===== src/rtl/adc_spi_capture.sv =====
// -----------------------------------------------------------------------------
// adc_spi_capture
//
// Front-end capture stage for an external CNV-style SPI ADC (3-wire read).
// A conversion is triggered by a single-cycle start request or runs
// back-to-back while enable is held. Each conversion holds adc_cnv high for
// CONV_CYCLES clocks. The block then drops adc_cs_n and clocks DATA_W bits
// in MSB first. The sample is presented on adc_data with a one-cycle
// adc_ready strobe.
//
// Parameters
//   DATA_W      sample width / shift length in bits (>= 2)
//   CLK_DIV     SCLK half-period in clk cycles (>= 1)
//   CONV_CYCLES clk cycles adc_cnv is held high per conversion (>= 1)
//
// Ports
//   clk, rst_n  system clock, asynchronous active-low reset
//   start       single-conversion request (only acted on in IDLE)
//   enable      continuous acquisition while high
//   clr_status  synchronous clear of overrun and sample_cnt
//   adc_sdo     serial data from ADC (changes after SCLK falling edge)
//   adc_cnv     conversion trigger to ADC
//   adc_cs_n    read chip select, active-low
//   adc_sclk    serial clock, idle low
//   adc_data    last captured sample, held until the next capture
//   adc_ready   one-cycle strobe: adc_data valid/updated
//   busy        high in any state except IDLE
//   overrun     sticky: start seen while busy
//   sample_cnt  completed captures, wraps 0xFFFF -> 0x0000
// -----------------------------------------------------------------------------
module adc_spi_capture #(
  parameter int DATA_W      = 16,
  parameter int CLK_DIV     = 4,
  parameter int CONV_CYCLES = 20
) (
  input  logic              clk,
  input  logic              rst_n,
  input  logic              start,
  input  logic              enable,
  input  logic              clr_status,
  input  logic              adc_sdo,
  output logic              adc_cnv,
  output logic              adc_cs_n,
  output logic              adc_sclk,
  output logic [DATA_W-1:0] adc_data,
  output logic              adc_ready,
  output logic              busy,
  output logic              overrun,
  output logic [15:0]       sample_cnt
);

  localparam int CNV_W = (CONV_CYCLES > 1) ? $clog2(CONV_CYCLES) : 1;
  localparam int PH_W  = $clog2(2 * CLK_DIV);
  localparam int BIT_W = (DATA_W > 1) ? $clog2(DATA_W) : 1;

  localparam logic [CNV_W-1:0] CNV_LAST = CNV_W'(CONV_CYCLES - 1);
  // Phase at which SCLK is about to rise: the shift happens on that edge.
  localparam logic [PH_W-1:0]  PH_RISE  = PH_W'(CLK_DIV - 1);
  localparam logic [PH_W-1:0]  PH_HIGH  = PH_W'(CLK_DIV);
  localparam logic [PH_W-1:0]  PH_LAST  = PH_W'(2 * CLK_DIV - 1);
  localparam logic [BIT_W-1:0] BIT_LAST = BIT_W'(DATA_W - 1);

  typedef enum logic [1:0] {
    S_IDLE    = 2'd0,
    S_CONVERT = 2'd1,
    S_SHIFT   = 2'd2,
    S_DONE    = 2'd3
  } state_t;

  state_t             state_q, state_d;
  logic [CNV_W-1:0]   conv_cnt_q, conv_cnt_d;
  logic [PH_W-1:0]    phase_q, phase_d;
  logic [BIT_W-1:0]   bit_cnt_q, bit_cnt_d;
  logic [DATA_W-1:0]  shift_q, shift_d;
  logic [DATA_W-1:0]  data_q, data_d;
  logic [15:0]        sample_cnt_q, sample_cnt_d;
  logic               overrun_q, overrun_d;
  logic               cnv_q, cnv_d;
  logic               cs_n_q, cs_n_d;
  logic               sclk_q, sclk_d;
  logic               ready_q, ready_d;
  logic               busy_q, busy_d;
  logic               done_s;

  // Next-state, datapath and registered-output next values.
  always_comb begin
    state_d      = state_q;
    conv_cnt_d   = conv_cnt_q;
    phase_d      = phase_q;
    bit_cnt_d    = bit_cnt_q;
    shift_d      = shift_q;
    data_d       = data_q;
    sample_cnt_d = sample_cnt_q;
    overrun_d    = overrun_q;

    case (state_q)
      S_IDLE: begin
        if (start || enable) begin
          state_d    = S_CONVERT;
          conv_cnt_d = '0;
        end else begin
          state_d    = S_IDLE;
        end
      end
      S_CONVERT: begin
        if (conv_cnt_q == CNV_LAST) begin
          state_d   = S_SHIFT;
          phase_d   = '0;
          bit_cnt_d = '0;
        end else begin
          conv_cnt_d = conv_cnt_q + CNV_W'(1);
        end
      end
      S_SHIFT: begin
        // adc_sdo is sampled on the same edge that raises adc_sclk, so the
        // value taken is the one the ADC drove after the previous fall.
        if (phase_q == PH_RISE) begin
          shift_d = {shift_q[DATA_W-2:0], adc_sdo};
        end else begin
          shift_d = shift_q;
        end
        if (phase_q == PH_LAST) begin
          phase_d = '0;
          if (bit_cnt_q == BIT_LAST) begin
            state_d = S_DONE;
          end else begin
            bit_cnt_d = bit_cnt_q + BIT_W'(1);
          end
        end else begin
          phase_d = phase_q + PH_W'(1);
        end
      end
      S_DONE: begin
        state_d = S_IDLE;
      end
      default: begin
        state_d = S_IDLE;
      end
    endcase

    // Data and counter update on the edge entering DONE, so they are
    // already valid while adc_ready is high.
    done_s = (state_q == S_SHIFT) && (state_d == S_DONE);
    if (done_s) begin
      data_d = shift_q;
    end else begin
      data_d = data_q;
    end

    // clr_status dominates both the capture increment and a new overrun.
    if (clr_status) begin
      sample_cnt_d = 16'h0000;
      overrun_d    = 1'b0;
    end else begin
      if (done_s) begin
        sample_cnt_d = sample_cnt_q + 16'h0001;
      end else begin
        sample_cnt_d = sample_cnt_q;
      end
      if (start && (state_q != S_IDLE)) begin
        overrun_d = 1'b1;
      end else begin
        overrun_d = overrun_q;
      end
    end

    // Outputs are registered from the next state so they line up with it.
    cnv_d   = (state_d == S_CONVERT);
    cs_n_d  = (state_d != S_SHIFT);
    sclk_d  = (state_d == S_SHIFT) && (phase_d >= PH_HIGH);
    ready_d = (state_d == S_DONE);
    busy_d  = (state_d != S_IDLE);
  end

  // State, counters, datapath and output registers.
  always_ff @(posedge clk or negedge rst_n) begin
    if (!rst_n) begin
      state_q      <= S_IDLE;
      conv_cnt_q   <= '0;
      phase_q      <= '0;
      bit_cnt_q    <= '0;
      shift_q      <= '0;
      data_q       <= '0;
      sample_cnt_q <= 16'h0000;
      overrun_q    <= 1'b0;
      cnv_q        <= 1'b0;
      cs_n_q       <= 1'b1;
      sclk_q       <= 1'b0;
      ready_q      <= 1'b0;
      busy_q       <= 1'b0;
    end else begin
      state_q      <= state_d;
      conv_cnt_q   <= conv_cnt_d;
      phase_q      <= phase_d;
      bit_cnt_q    <= bit_cnt_d;
      shift_q      <= shift_d;
      data_q       <= data_d;
      sample_cnt_q <= sample_cnt_d;
      overrun_q    <= overrun_d;
      cnv_q        <= cnv_d;
      cs_n_q       <= cs_n_d;
      sclk_q       <= sclk_d;
      ready_q      <= ready_d;
      busy_q       <= busy_d;
    end
  end

  assign adc_cnv    = cnv_q;
  assign adc_cs_n   = cs_n_q;
  assign adc_sclk   = sclk_q;
  assign adc_data   = data_q;
  assign adc_ready  = ready_q;
  assign busy       = busy_q;
  assign overrun    = overrun_q;
  assign sample_cnt = sample_cnt_q;

endmodule


===== config.mk =====
export PLATFORM = sky130hd
export DESIGN_NAME = adc_spi_capture
export DESIGN_NICKNAME = d
export VERILOG_FILES = /design/src/rtl/adc_spi_capture.sv
export SDC_FILE = /design/constraint.sdc
export NUM_CORES = 1
export LEC_CHECK = 0
export ABC_CLOCK_PERIOD_IN_PS = 2600
export BUFFER_PORTS_ARGS = -buffer_cell sky130_fd_sc_hd__clkbuf_2
export CORE_MARGIN = 3
export CORE_UTILIZATION = 25
export DETAILED_ROUTE_END_ITERATION = 16
export GPL_ROUTABILITY_DRIVEN = 0
export PLACE_DENSITY_LB_ADDON = 0.08
export SKIP_LAST_GASP = 1
export SYNTH_ARGS = -nofsm -noshare
export SYNTH_HDL_FRONTEND = slang
export SYNTH_SLANG_ARGS = --single-unit

===== constraint.sdc =====
create_clock -name clk -period 2.6 [get_ports clk]
set_clock_uncertainty 0.2 [all_clocks]
set_input_delay 0 -clock clk [delete_from_list [all_inputs] [get_ports clk]]
set_output_delay 0 -clock clk [all_outputs]
set_load 0.02 [all_outputs]

==> flow_results.org, run 1 <==
** Synth
- Netlist cell types :: 41
- Syn nets :: 310
- Netlist area before placement :: 3070 µm²
- Cell types with the largest area share after synthesis :: dfrtp_1 55%, nand2_1 7.3%, mux2_2 6.6%, ha_1 4.1%, a21oi_1 2.8%
- dfrtp_1 is the most common cell in the netlist.
- Average cell area after synthesis :: 10.4 µm²
- The largest total area in the synthesized netlist belongs to dfrtp_1.
- Count of flip-flops with a built-in enable after synthesis :: 0
- Most used flip-flop cell after synthesis :: dfrtp_1
- In the synthesized netlist the async set-or-reset flop fraction comes to 1.00.
- Instance count of the mapped netlist :: 294
- For this run, the number of Yosys warnings is 0.
- The share of synthesized area in the top cell type comes to 0.546.
- Sorting the synthesized cells by how often they occur yields 67 x dfrtp_1, 60 x nand2_1, 18 x mux2_2.
- After synthesis the netlist holds a flip-flop and latch count of 68.
- Sequential fraction of the synthesis area :: 0.555

** Die
- Die width :: 117 µm
- The die is 117 µm tall.
- The core region is 11700 µm².
- For this configuration, the core starts out at a cell density of 0.262.
- In this run the count of I/O pins placed on the die edge is 44.
- Die ar. :: 13600 µm²
- Number of standard-cell rows in the floorplan :: 39

** Global routing
- Entering global routing, the biggest net connects 69 pins.
- For this run the aggregate overflow at the end of global routing stands at 0.
- The number of antenna violations at the first check in global routing came to 0.
- GRT Total Usage :: 0.114
- The via count of the first global-routing pass came to 2438.
- The first global-routing pass estimated 12.2 mm of wire.

** Job
- The tool flagged a number of max-cap violations equal to 0.

** Route
- After detailed routing, the number of remaining DRC violations is 0.
- After detailed routing, the number of vias per cell comes to 4.78.
- Routed via count :: 2391
- Sum of routed wire length over all layers :: 7.21 mm
- The first routing iteration left 83 violations.
- Total iterations of the first detailed-routing run :: 4
- Average detailed-routed wire length per instance :: 14.4 µm
- Number of nets with antenna violations after routing :: 0

** Worst setup path
- STA classifies the critical path startpoint as a flop.
- Worst Path Arrival :: 2.49 ns
- Maximum fanout along the worst path :: 32
- Data required, critical path :: 2.64 ns
- The worst setup path is captured at a flop.
- The critical path is of the reg -> reg type.
- FF-to-FF path depth :: 7

** STA
- Transition time at the pin with the least slew margin :: 0.464 ns
- Worst hold slack :: 0.0280 ns
- Across all setup checks in the final design, the least slack found is 0.152 ns.
- Headroom to the max-slew limit came out at 0.690.
- Fmax :: 408 MHz
- The final count of pins violating max slew was 0.
- The number of hold violations in the final report came to 0.
- Final min period :: 2.45 ns
- Setup total negative slack on the finished layout was measured at 0 ns.
- Setup repair after global routing left no endpoint under its margin.
- Final critical-path share of the clock period :: 0.942
- Finish-stage setup viols :: 0

** Place
- In this run the cell area measured after placement is 3530 µm².
- Timing analysis after detailed placement gives a worst setup slack of 0.160 ns.
- Post-detailed-placement half-perimeter wirelength :: 4.70 mm
- Port Buffers :: 43

** Layout
- Once layout is done, the placed cells without fillers occupy 3860 µm².
- The number of antenna diodes in the final layout is 0.
- In the final design database the tool counted 368 nets.
- Fraction of layout cells with a size suffix above 1 :: 0.258
- Area growth, synth to finish :: 25.9%
- After filler insertion, the fill cell instance count of the layout stands at 1213.

** Power and ir drop
- Pwr per Cell Area :: 583 nW/µm²
- Total power :: 0.00225 W
- For this design the static power due to leakage is 1.85 nW.
- VDD sags by at most 0.327 mV.

** Clocking
- After clock tree synthesis, the clock-pin slew on the worst setup and hold paths is 0.06 ns.
- For this design, the sink count on the clock tree is 68.
- Level count of the clock H-tree :: 3
- CTS tree :: yes
- CTS root buf :: clkbuf_16
- Number of buffers inserted during clock tree synthesis :: 9
- Max clock buf depth :: 2
- In this run, post-CTS repair resized a total of 0 instances.
- Clock insertion delay at the later pin of the skew report :: 0.33 ns

** Hold path
- In this run the worst hold path is classified as in -> async.

** Status
- The run finished with clean final reports.
worst max-delay path, cell delays in order, from the launching register on:
cell and delay, ns:
dfrtp_1 0.41, inv_1 0.11, ha_1 0.20, o21ai_1 0.13, a2111o_1 0.47, buf_12 0.19
or4_1 0.50, a21oi_1 0.16
through the flow:
step,utilization,instances
global placement,0.301,478
CTS,0.330,500
global route,0.330,500
detailed placement,0.301,478
finish,0.330,500
floorplan,-,294
cells in the final DEF (no fill, tap or decap), types with 2 or more instances in the layout:
master         synthesis  routed
nand2_1               60      60
o211ai_1               2       2
and2_1                 4       4
buf_12                 0       2
o31ai_1               11      11
or3_1                  5       5
xor2_1                 3       3
dlygate4sd3_1          0       6
nor2_1                13      13
inv_1                 11      11
dfrtp_1               67      67
o21ai_0               11      11
clkinv_2               0       3
mux2_2                18      18
clkbuf_2               0      42
nand3_1               12      12
or4_1                  9       9
a21oi_1               17      17
clkbuf_16              0       9
nand4_1                4       4
ha_1                  10      10
buf_4                  0       9
and3_1                 3       3
clkinv_4               0       2
path summary, 6_finish.rpt:
kind | to | from | slack (ns)
setup / recovery | sample_cnt[7]$_DFFE_PN0P_ | state_q[0]$_DFF_PN0_ | 0.15
hold / removal | sample_cnt[14]$_DFFE_PN0P_ | rst_n | 0.03
setup reg to reg | sample_cnt[7]$_DFFE_PN0P_ | state_q[0]$_DFF_PN0_ | 0.15
hold reg to reg | adc_data[11]$_DFFE_PN0P_ | adc_data[11]$_DFFE_PN0P_ | 0.28
max in group asynchronous | adc_cs_n$_DFF_PN1_ | rst_n | 1.85
min in group clk | shift_q[0]$_DFFE_PN0P_ | adc_sdo | 0.24
what timing repair did:
action,CTS,global route
buffers inserted,0,0
hold buffers,6,0
setup endpoints to repair,0,0
endpoints found under the hold margin,87,0
kinds of logic (layout without fill, tap and decap cells):
kind of cell,after synthesis,after routing,share of synthesized area
simple gates,117,117,0.182
compound gates,53,53,0.113
mux,18,18,0.0660
xor+xnor,4,4,0.0114
fa+ha+maj,10,10,0.0407
buf+inv,24,87,0.0326
flops,68,68,0.555
report_power, final:
group | total [W] | switching (W) | internal, W
Clock | 0.00114 | 0.000470 | 0.000669
Sequential | 0.00107 | 0.00000328 | 0.00106
Combinational | 0.0000483 | 0.0000319 | 0.0000164
layout make-up:
type | instances | area [µm²] | share of cell area
well taps | 143 | 179 | 0.0463
inverters | 11 | 41.3 | 0.0107
clock buffers | 10 | 239 | 0.0618
multi-input cells | 202 | 1280 | 0.331
clock inverters | 6 | 40.0 | 0.0104
flip-flops and latches | 68 | 1700 | 0.441
repair buffers | 60 | 383 | 0.0991
registers in the layout, summed over array words and instances, names as in the netlist, named ones only:
| register | cells |
|---|---|
| conv_cnt_q | 5 |
| phase_q | 1 |
| adc_sclk | 1 |
| busy | 1 |
| adc_cnv | 1 |
| adc_ready | 1 |
| sample_cnt | 16 |
| bit_cnt_q | 4 |
| adc_cs_n | 1 |
| overrun | 1 |
| state_q | 2 |
| shift_q | 16 |
| adc_data | 16 |
layer usage:
layer,share of wire,GRT usage
met5,0,0
met4,0.013,0.0405
met3,0.036,0.0360
met2,0.47,0.187
met1,0.48,0.142
Power figures use the tool's default switching activity.
==> run 2, diff against run 1 <==
--- a/config.mk
+++ b/config.mk
@@ -7,6 +7,7 @@
 export LEC_CHECK = 0
 export ABC_CLOCK_PERIOD_IN_PS = 2600
 export BUFFER_PORTS_ARGS = -buffer_cell sky130_fd_sc_hd__clkbuf_2
+export CORE_ASPECT_RATIO = 1.1
 export CORE_MARGIN = 3
 export CORE_UTILIZATION = 25
 export DETAILED_ROUTE_END_ITERATION = 16
==> run 2 against run 1 <==
The flow now finishes with violations (negative hold slack); non-clock buffer count unchanged; core utilization rose by 0.24 points; first-iteration DRC count is 20% higher; sequential power is essentially flat; clock power is 16% higher; sequential cell count unchanged; clock-buffer cell count rose by 3.
==> flow_results.org, run 2 (same netlist as run 1, synthesis figures left out) <==
** STA
- The setup violation total in the final timing report is 0 (unchanged).
- Final min period :: 2.43 ns (-0.0143 ns)
- Worst slew slack as a fraction of its limit :: 0.625 (-0.0648)
- Summed negative setup slack over all endpoints :: 0 ns (unchanged)
- Final critical-path share of the clock period :: 0.936 (-0.00550)
- The number of hold violations in the final report is 22 (+22).
- The transition at the pin with the smallest max-transition slack came to 0.562 ns (+0.0985 ns).
- Setup repair after global routing left no endpoint under its margin.
- The final worst setup slack was 0.166 ns (+0.0143 ns).
- Fmax :: 411 MHz (+0.59%)
- Worst hold slack :: -0.00868 ns (-0.0366 ns)
- The final count of pins violating max slew is 0 (unchanged).

** Die
- The initial core utilization is 0.261 (-0.000810).
- The number of top-level design ports was 44 (unchanged).
- The area of the core came to 11700 µm² (+0.31%).
- The die outline width came to 112 µm (-4.4%).
- Die outline height :: 122 µm (+4.6%)
- Die ar. :: 13600 µm² (about the same)
- The number of placement rows was 41 (+5.1%).

** Route
- Routed via count :: 2343 (-2.0%)
- Average detailed-routed wire length per instance :: 14.3 µm (-0.81%)
- Number of DRC violations after detailed routing :: 0 (unchanged)
- Total iterations of the first detailed-routing run :: 4 (unchanged)
- Number of DRC violations after detailed-routing iteration 0 :: 100 (+20%)
- The remaining number of nets flagged by the antenna check after routing was 0 (unchanged).
- The post-detailed-routing wire length is 7.25 mm (+0.58%).
- Via-to-Cell Ratio :: 4.62 (-3.4%)

** Clocking
- CTS tree :: yes
- Number of buffers inserted during clock tree synthesis :: 9 (unchanged)
- Count of hold-fix buffers inserted at cts :: 6 (unchanged)
- Max clock buf depth :: 2 (unchanged)
- Clock sinks :: 68 (unchanged)
- Post_cts resized :: 0 (unchanged)
- Post-CTS setup buffers :: 0 (unchanged)
- Clock insertion delay at the later pin of the skew report :: 0.34 ns (about the same)
- Clock-pin slew of the registers on the worst-case setup and hold paths :: 0.06 ns (about the same)
- Clock tree synthesis selected as its root buffer the cell clkbuf_16.
- The H-tree depth reported by CTS was 3 (unchanged).

** Worst setup path
- The signal on the critical path passes through inv_1 -> ha_1 -> o21ai_1 -> a2111o_1 -> buf_12 -> or4_1 -> a21oi_1.
- In this run the critical register-to-register path is launched from state_q[0]$_DFF_PN0_.
- Cell count along the critical path :: 7 (unchanged)
- The required time of the critical path came to 2.65 ns (about the same).
- Type of the setup path with the least slack :: reg -> reg
- Critical path capture point :: sample_cnt[13]$_DFFE_PN0P_
- STA classifies the critical path startpoint as a flop.
- Worst reg-to-reg setup slack :: 0.17 ns (about the same)
- The buffer and inverter count on the worst path is 2 (unchanged).
- The worst-case reg-to-reg path depth came to 7 (unchanged).
- Element type at the critical path end :: flop
- Worst r2r dst :: sample_cnt[13]$_DFFE_PN0P_
- The critical path's largest stage delay was 0.51 ns (about the same).
- The endpoint arrival time on the critical path is 2.49 ns (about the same).
- Maximum fanout along the worst path :: 43 (+34%)
- Cell class contributing the biggest share of worst-path delay :: compound AO/OA/AOI/OAI gates
- Among all stages on the critical path, the largest delay is contributed by or4_1.
- Worst setup path start :: state_q[0]$_DFF_PN0_

** Power and ir drop
- Leak Pwr :: 1.87 nW (+0.85%)
- The switching component of the power is 0.000508 W (+0.56%).
- Sequential share of power :: 0.439 (-0.034)
- IR drop worst, VDD :: 0.223 mV (-32%)
- Total power :: 0.00243 W (+7.9%)
- Switching fraction of total power :: 0.209 (-0.0153)
- Combinational Power Share :: 0.019 (-0.002)
- Internal power consumption :: 0.00192 W (+10%)
- Pwr per Cell Area :: 623 nW/µm² (+6.8%)
- The relative contribution of the clock network to total power came to 0.542 (+0.037).

** Layout
- The count of antenna diodes in the layout came to 0 (unchanged).
- Most common library cell in the layout ignoring fill and taps :: dfrtp_1
- The fraction of layout cells with a size suffix above 1 is 0.258 (unchanged).
- The post-layout utilization of the core is 0.332 (+0.00239).
- Final net count :: 368 (unchanged)
- Top library cells by usage in the layout, fill and taps aside :: 67 x dfrtp_1, 60 x nand2_1, 42 x clkbuf_2
- Compared with the post-synthesis result, the final layout area differs by 27.2%.

** Global routing
- The met2 track demand over resource was 0.177 (-0.0104).
- GR Layer Usage met3 :: 0.0251 (-0.0108)
- The sum of overflow across all layers after global routing was 0 (unchanged).
- The via count of the first global-routing pass is 2381 (-2.3%).
- Busiest metal layer after global routing :: met2
- Largest net degree at the start of global routing :: 44 (-36%)
- GRT Total Usage :: 0.114 (+0.000292)
- Wire length of the first global-routing pass :: 12.3 mm (+0.45%)
- Number of antenna violations at the first check in global routing :: 0 (unchanged)
- The met1 layer usage reported by global route came to 0.147 (+0.00493).

** Hold path
- The path class of the tightest hold or removal check is in -> async.

** Place
- Post-detailed-placement half-perimeter wirelength :: 4.87 mm (+3.6%)
- Post-placement setup slack :: 0.174 ns (+0.0132 ns)
- The number of buffer cells added on primary ports is 43 (unchanged).

** Status
- The checks that failed: negative hold slack.
- The flow ran to the end, but the final reports show violations.

** Job
- Max Cap Viol :: 0 (unchanged)
[run 2: how the worst min path moves through the flow]
| stage | from | endpoint | slack, ns | cells after the start |
|---|---|---|---|---|
| detailed placement | rst_n | sample_cnt[12]$_DFFE_PN0P_ | -0.17 | 1 |
| CTS | rst_n | sample_cnt[11]$_DFFE_PN0P_ | 0.03 | 2 |
| floorplan | rst_n | asynchronous set/reset pin | -0.50 | 0 |
| finish | rst_n | sample_cnt[11]$_DFFE_PN0P_ | -0.009 | 2 |
| global route | rst_n | sample_cnt[11]$_DFFE_PN0P_ | 0.06 | 2 |
| global placement | rst_n | sample_cnt[12]$_DFFE_PN0P_ | -0.17 | 1 |
[run 2: per-layer routing]
layer	part of all wire	vias up
met4	0.030	0
met2	0.46	38
li1	-	1150
met1	0.47	1140
met3	0.032	15
met5	0	-
[run 2: power by group through the flow]
stage | sequential, W | clock, W | combinational, W
global route | 0.00107 | 0.00139 | 0.0000535
floorplan | 0.00109 | 0 | 0.00000836
detailed placement | 0.00109 | 0 | 0.0000417
CTS | 0.00107 | 0.00135 | 0.0000492
finish | 0.00107 | 0.00132 | 0.0000463
global placement | 0.00109 | 0 | 0.0000421
[run 2: layout make-up]
cell class                      instances  area, µm²
Inverter                               11       41.3
Tap cell                              150        188
Clock inverter                          3       42.5
Sequential cell                        68       1700
Fill cell                            1209       7840
Timing Repair Buffer                   60        370
Multi-Input combinational cell        202       1280
Clock buffer                           13        280
[run 2: metrics by stage]
step	area [µm²]	cells
floorplan	3070	294
global placement	3520	485
detailed placement	3520	485
CTS	3910	507
global route	3910	507
finish	3910	507
